===== config.mk =====
export PLATFORM = sky130hd
export DESIGN_NAME = instr_encode
export DESIGN_NICKNAME = d
export VERILOG_FILES = /design/src/rtl/instr_encode.sv
export SDC_FILE = /design/constraint.sdc
export NUM_CORES = 1
export LEC_CHECK = 0
export ABC_AREA = 1
export BUFFER_PORTS_ARGS = -buffer_cell sky130_fd_sc_hd__buf_2
export CAP_MARGIN = 0
export CELL_PAD_IN_SITES_DETAIL_PLACEMENT = 1
export CELL_PAD_IN_SITES_GLOBAL_PLACEMENT = 1
export CORE_ASPECT_RATIO = 1.75
export CORE_UTILIZATION = 36
export DETAILED_ROUTE_END_ITERATION = 7
export GPL_TIMING_DRIVEN = 0
export HOLD_SLACK_MARGIN = 0.1
export MAX_ROUTING_LAYER = met4
export PLACE_DENSITY_LB_ADDON = 0.1
export SLEW_MARGIN = 20
export SYNTH_ARGS = -nofsm -noshare
export SYNTH_HDL_FRONTEND = slang
export SYNTH_SLANG_ARGS = --single-unit

===== constraint.sdc =====
create_clock -name clk -period 2.22 [get_ports clk]
set_input_delay 0.222 -clock clk [delete_from_list [all_inputs] [get_ports clk]]
set_output_delay 0.222 -clock clk [all_outputs]
set_load 0.05 [all_outputs]

===== src/rtl/instr_encode.sv =====
// instr_encode: packs a format code, register/function fields and an immediate
// into a 32-bit RV32I instruction word. Two-stage valid/ready pipeline with
// immediate range checking and running handshake/error counters.
module instr_encode #(
    parameter int CNT_W = 16
) (
    input  logic             clk,
    input  logic             reset,
    input  logic             in_valid,
    output logic             in_ready,
    input  logic [2:0]       instr_format,
    input  logic [6:0]       opcode,
    input  logic [4:0]       rd,
    input  logic [4:0]       rs1,
    input  logic [4:0]       rs2,
    input  logic [2:0]       funct3,
    input  logic [6:0]       funct7,
    input  logic [31:0]      imm,
    output logic             out_valid,
    input  logic             out_ready,
    output logic [31:0]      instr,
    output logic             err,
    output logic [CNT_W-1:0] enc_count,
    output logic [CNT_W-1:0] err_count
);

    // Format codes as defined by instr_type.hv; codes 6 and 7 are illegal.
    localparam logic [2:0] FMT_R = 3'd0;
    localparam logic [2:0] FMT_I = 3'd1;
    localparam logic [2:0] FMT_S = 3'd2;
    localparam logic [2:0] FMT_B = 3'd3;
    localparam logic [2:0] FMT_U = 3'd4;
    localparam logic [2:0] FMT_J = 3'd5;

    // Signed inclusive range check on the immediate.
    function automatic logic in_range(input logic signed [31:0] v,
                                      input logic signed [31:0] lo,
                                      input logic signed [31:0] hi);
        return (v >= lo) && (v <= hi);
    endfunction

    // Counter increment that sticks at all-ones.
    function automatic logic [CNT_W-1:0] sat_inc(input logic [CNT_W-1:0] v);
        return (&v) ? v : v + CNT_W'(1);
    endfunction

    logic               vld_p1;
    logic [2:0]         fmt_p1;
    logic [6:0]         opcode_p1;
    logic [4:0]         rd_p1;
    logic [4:0]         rs1_p1;
    logic [4:0]         rs2_p1;
    logic [2:0]         funct3_p1;
    logic [6:0]         funct7_p1;
    logic signed [31:0] imm_p1;

    logic [31:0]        instr_c;
    logic               err_c;
    logic               s1_adv;
    logic               s2_adv;

    // Stage advance: stage 2 drains on consume, stage 1 moves when stage 2 can take it.
    always_comb begin
        s2_adv   = !out_valid || out_ready;
        s1_adv   = !vld_p1 || s2_adv;
        in_ready = s1_adv;
    end

    // ---- stage 1: capture input fields on an input handshake ----
    // Stage-1 valid bit; data is captured alongside it without reset.
    always_ff @(posedge clk) begin
        if (reset) begin
            vld_p1 <= 1'b0;
        end else if (s1_adv) begin
            vld_p1 <= in_valid;
        end
    end

    // Stage-1 field registers, loaded only when an item is actually accepted.
    always_ff @(posedge clk) begin
        if (s1_adv && in_valid) begin
            fmt_p1    <= instr_format;
            opcode_p1 <= opcode;
            rd_p1     <= rd;
            rs1_p1    <= rs1;
            rs2_p1    <= rs2;
            funct3_p1 <= funct3;
            funct7_p1 <= funct7;
            imm_p1    <= imm;
        end
    end

    // Pack the word and evaluate the immediate checks from stage-1 fields.
    always_comb begin
        instr_c = '0;
        err_c   = 1'b0;
        case (fmt_p1)
            FMT_R: begin
                instr_c = {funct7_p1, rs2_p1, rs1_p1, funct3_p1, rd_p1, opcode_p1};
            end
            FMT_I: begin
                instr_c = {imm_p1[11:0], rs1_p1, funct3_p1, rd_p1, opcode_p1};
                err_c   = !in_range(imm_p1, -32'sd2048, 32'sd2047);
            end
            FMT_S: begin
                instr_c = {imm_p1[11:5], rs2_p1, rs1_p1, funct3_p1, imm_p1[4:0], opcode_p1};
                err_c   = !in_range(imm_p1, -32'sd2048, 32'sd2047);
            end
            FMT_B: begin
                instr_c = {imm_p1[12], imm_p1[10:5], rs2_p1, rs1_p1, funct3_p1,
                           imm_p1[4:1], imm_p1[11], opcode_p1};
                err_c   = !in_range(imm_p1, -32'sd4096, 32'sd4094) || imm_p1[0];
            end
            FMT_U: begin
                instr_c = {imm_p1[31:12], rd_p1, opcode_p1};
                err_c   = |imm_p1[11:0];
            end
            FMT_J: begin
                instr_c = {imm_p1[20], imm_p1[10:1], imm_p1[11], imm_p1[19:12], rd_p1, opcode_p1};
                err_c   = !in_range(imm_p1, -32'sd1048576, 32'sd1048574) || imm_p1[0];
            end
            default: begin
                instr_c = '0;
                err_c   = 1'b1;
            end
        endcase
    end

    // ---- stage 2: registered output word, error flag and valid ----
    // Output register; holds while the consumer stalls, clears valid when stage 1 is empty.
    always_ff @(posedge clk) begin
        if (reset) begin
            out_valid <= 1'b0;
            instr     <= '0;
            err       <= 1'b0;
        end else if (s2_adv) begin
            out_valid <= vld_p1;
            if (vld_p1) begin
                instr <= instr_c;
                err   <= err_c;
            end
        end
    end

    // Handshake counters: total wraps, error count saturates.
    always_ff @(posedge clk) begin
        if (reset) begin
            enc_count <= '0;
            err_count <= '0;
        end else if (out_valid && out_ready) begin
            enc_count <= enc_count + CNT_W'(1);
            if (err) begin
                err_count <= sat_inc(err_count);
            end
        end
    end

endmodule


==> results.cfg <==
[outcome]
outcome = complete, but fails checks
violations = design-rule violations

[cts]
clk_pin_slew_ns = 0.06
numCtsBuffers = 17
cts_root_buf = clkbuf_16
postCtsSetupBuffers = 0
htreeDepth = 4
clockBufferDepth = 2
cts_tree = done
insertion_delay_ns = 0.42
clkSinkCount = 134
postCtsHoldBufs = 67
post_cts_resized = 0

[critical_path]
critPathMaxStageDelay_ns = 0.45
crit_required_ns = 2.51
startpoint = err_count[0]
path_cells = ha_1 -> nand2_1 -> nor4_4 -> nand2_2 -> nand2_4 -> inv_2 -> buf_6 -> nand2_1 -> a21oi_1
critPathSlowestCell = dfxtp_1
r2r_end = err_count[10]
path_max_fanout = 10
arrival_ns = 2.25
crit_type = flip-flop to flip-flop
worstSetupEndpointType = flip-flop
crit_top_cell = nand2_1
crit_end = err_count[10]
worstSetupStartpointType = flip-flop
rrSetupSlack_ns = 0.26
reg2reg_depth = 9
rr_startpoint = err_count[0]

[synth]
syn_avg_cell_area_um2 = 8.836
synth_top_family_by_area = simple AND/OR/NAND/NOR gates
synthesis.nets = 730
ys_ff_latch = 134
syn_inst = 657
synth-seq-area-share_pct = 57.76
synth_top_cell_by_area = edfxtp_1
yosysMostFrequentCell = nand2_1
synth_top_area_share_pct = 34.66
synthAdderAreaFrac_pct = 0.4310
async_reset_ff_share_pct = 0
synth_commonest_cells = nand2_1 (173), nor2_1 (73), dfxtp_1 (67), edfxtp_1 (67), inv_1 (62)
yosys_warnings = 0
synthMuxAreaShare_pct = 0
synth_compound_area_share_pct = 10.67
ys.flop_type = edfxtp_1
synth.top_cells.by_area = edfxtp_1 (35%), dfxtp_1 (23%), nand2_1 (11%)
synth-xor-area-share_pct = 1.207
synth_edf_count = 67
ys_types = 43
yosys.area_share.simple_pct = 24.16
netlist_area_um2 = 5806

[sta]
maxSlewHeadroom_pct = 38.82
fin_crit_ns = 1.959
timing.hold.ws_ns = 0.1276
finalSetupViolations = 0
clock_skew_ns = 0.01429
timing_hold_violations_final = 0
finalMaxSlewViolations = 0
period_share_pct = 88.23
tns_ns = 0
rsz0062_at_grt = false
tightest_slew_ns = 0.9107
fmax_mhz = 510.5

[placed_design]
place_area_um2 = 6768
io_buffers = 137
hpwl_um = 13920
place.gp.congestion = 0.8923
post-place-cells = 984

[flow_run]
drv_cap = 0

[layout]
seq_area_um2 = 3357
antennaDiodeCount = 0
fin_area_um2 = 8056
syn2layout_area_growth_pct = 38.77
nets = 954
multi_input_area_um2 = 2130
utilization_pct = 50.99
drive_gt1_share_pct = 22.37
final_cells = 1083
fillCellCount = 1858

[route]
vias_per_cell = 4.989
drc_errors = 8
antenna_left = 0
drt_iter0_drc = 111
wire_per_inst_um = 17.35
dr_total_vias = 5403
dr.pass1.iters = 6
routed_wirelength_um = 18790

[worst_hold_path]
hold_path.class = input pin to flip-flop

[global_route]
grt_first_pass_wirelength_um = 30240
gr-total-overflow = 0
grt_pass1_vias = 5884
antenna_found_initial = 0
grt_max_degree = 40
grtUsageTotal_pct = 24.68

[power]
ir_drop_uv = 569.0
powerDensity_nw_per_um2 = 781.2
p_leak_nw = 3.382

[floorplanning]
core_area_um2 = 15800
die_w_um = 98.00
num_rows = 61
die_area_um2 = 16660
initial_utilization_pct = 36.75
ioPinCount = 138
fp.dieH_um = 170.0
## power breakdown
part           total [W]  leakage [nW]  switching [W]  internal [W]
Combinational   0.000607          1.87       0.000378      0.000229
Sequential       0.00279          1.20      0.0000749       0.00272
Clock            0.00290         0.314        0.00111       0.00179
## metrics by stage
stage	power, W	worst slack, ns
final	0.006294	0.2613
after global routing	0.006502	0.1288
after CTS	0.006330	0.2268
after detailed placement	0.003358	0.2461
after global placement	0.003334	-0.1618
after floorplan	0.003143	0.01999
## cell families (layout without fill, tap and decap cells)
group / count (synthesis) / count (layout)
buf+inv: 84 / 321
xor+xnor: 8 / 8
flops: 134 / 134
compound gates: 104 / 104
simple gates: 325 / 325
fa+ha+maj: 2 / 2
## placed cells by master (no fill, tap or decap), types with 25 or more instances in the layout
| master | instances |
|---|---|
| nand2_1 | 173 |
| buf_2 | 141 |
| nor2_1 | 73 |
| edfxtp_1 | 67 |
| dlygate4sd3_1 | 67 |
| dfxtp_1 | 66 |
| inv_1 | 61 |
| a21oi_1 | 51 |
| nand3_1 | 25 |
## metal layers
metal,global-route usage (%),vias to the layer above,wire length [µm],share of wire [%]
met3,3.860,40,549,2.9
met2,47.98,117,11080,59
met5,-,-,0,0
li1,-,2647,-,-
met1,22.79,2599,6557,35
met4,12.71,0,603,3.2
## state kept, by name, indices dropped and copies added, names as in the netlist
signal	cells
enc_count	16
err	1
err_count	16
fmt_p1	3
funct3_p1	3
funct7_p1	7
imm_p1	32
instr	32
opcode_p1	7
out_valid	1
rd_p1	5
rs1_p1	5
rs2_p1	5
vld_p1	1
## worst max-delay path, delay by kind of cell, from the launching register on
family / cells / cell delay (ns)
flip-flops: 1 / 0.45
AND/OR/NAND/NOR: 5 / 0.82
AO/OA/AOI/OAI: 1 / 0.05
buffers and inverters: 2 / 0.24
adder cells (fa/ha/maj): 1 / 0.26
## cell type report
type | instances | share of cell area (%)
sequential | 134 | 41.67
multi-input combinational | 439 | 26.43
timing repair buffer | 205 | 17.08
clock buffer | 24 | 7.035
inverter | 67 | 3.168
tap | 189 | 2.935
buffer | 17 | 1.041
clock inverter | 8 | 0.6367
## worst min-delay path by stage
stage               cells past startpoint    endpoint       startpoint
finish                                  4      vld_p1        out_ready
global route                            3      vld_p1         in_valid
CTS                                     4      vld_p1        out_ready
detailed placement                      1   rs1_p1[4]           rs1[4]
global placement                        1  imm_p1[20]          imm[20]
floorplan                               0   fmt_p1[0]  instr_format[0]
No activity file was read; power rests on OpenSTA's default activity.
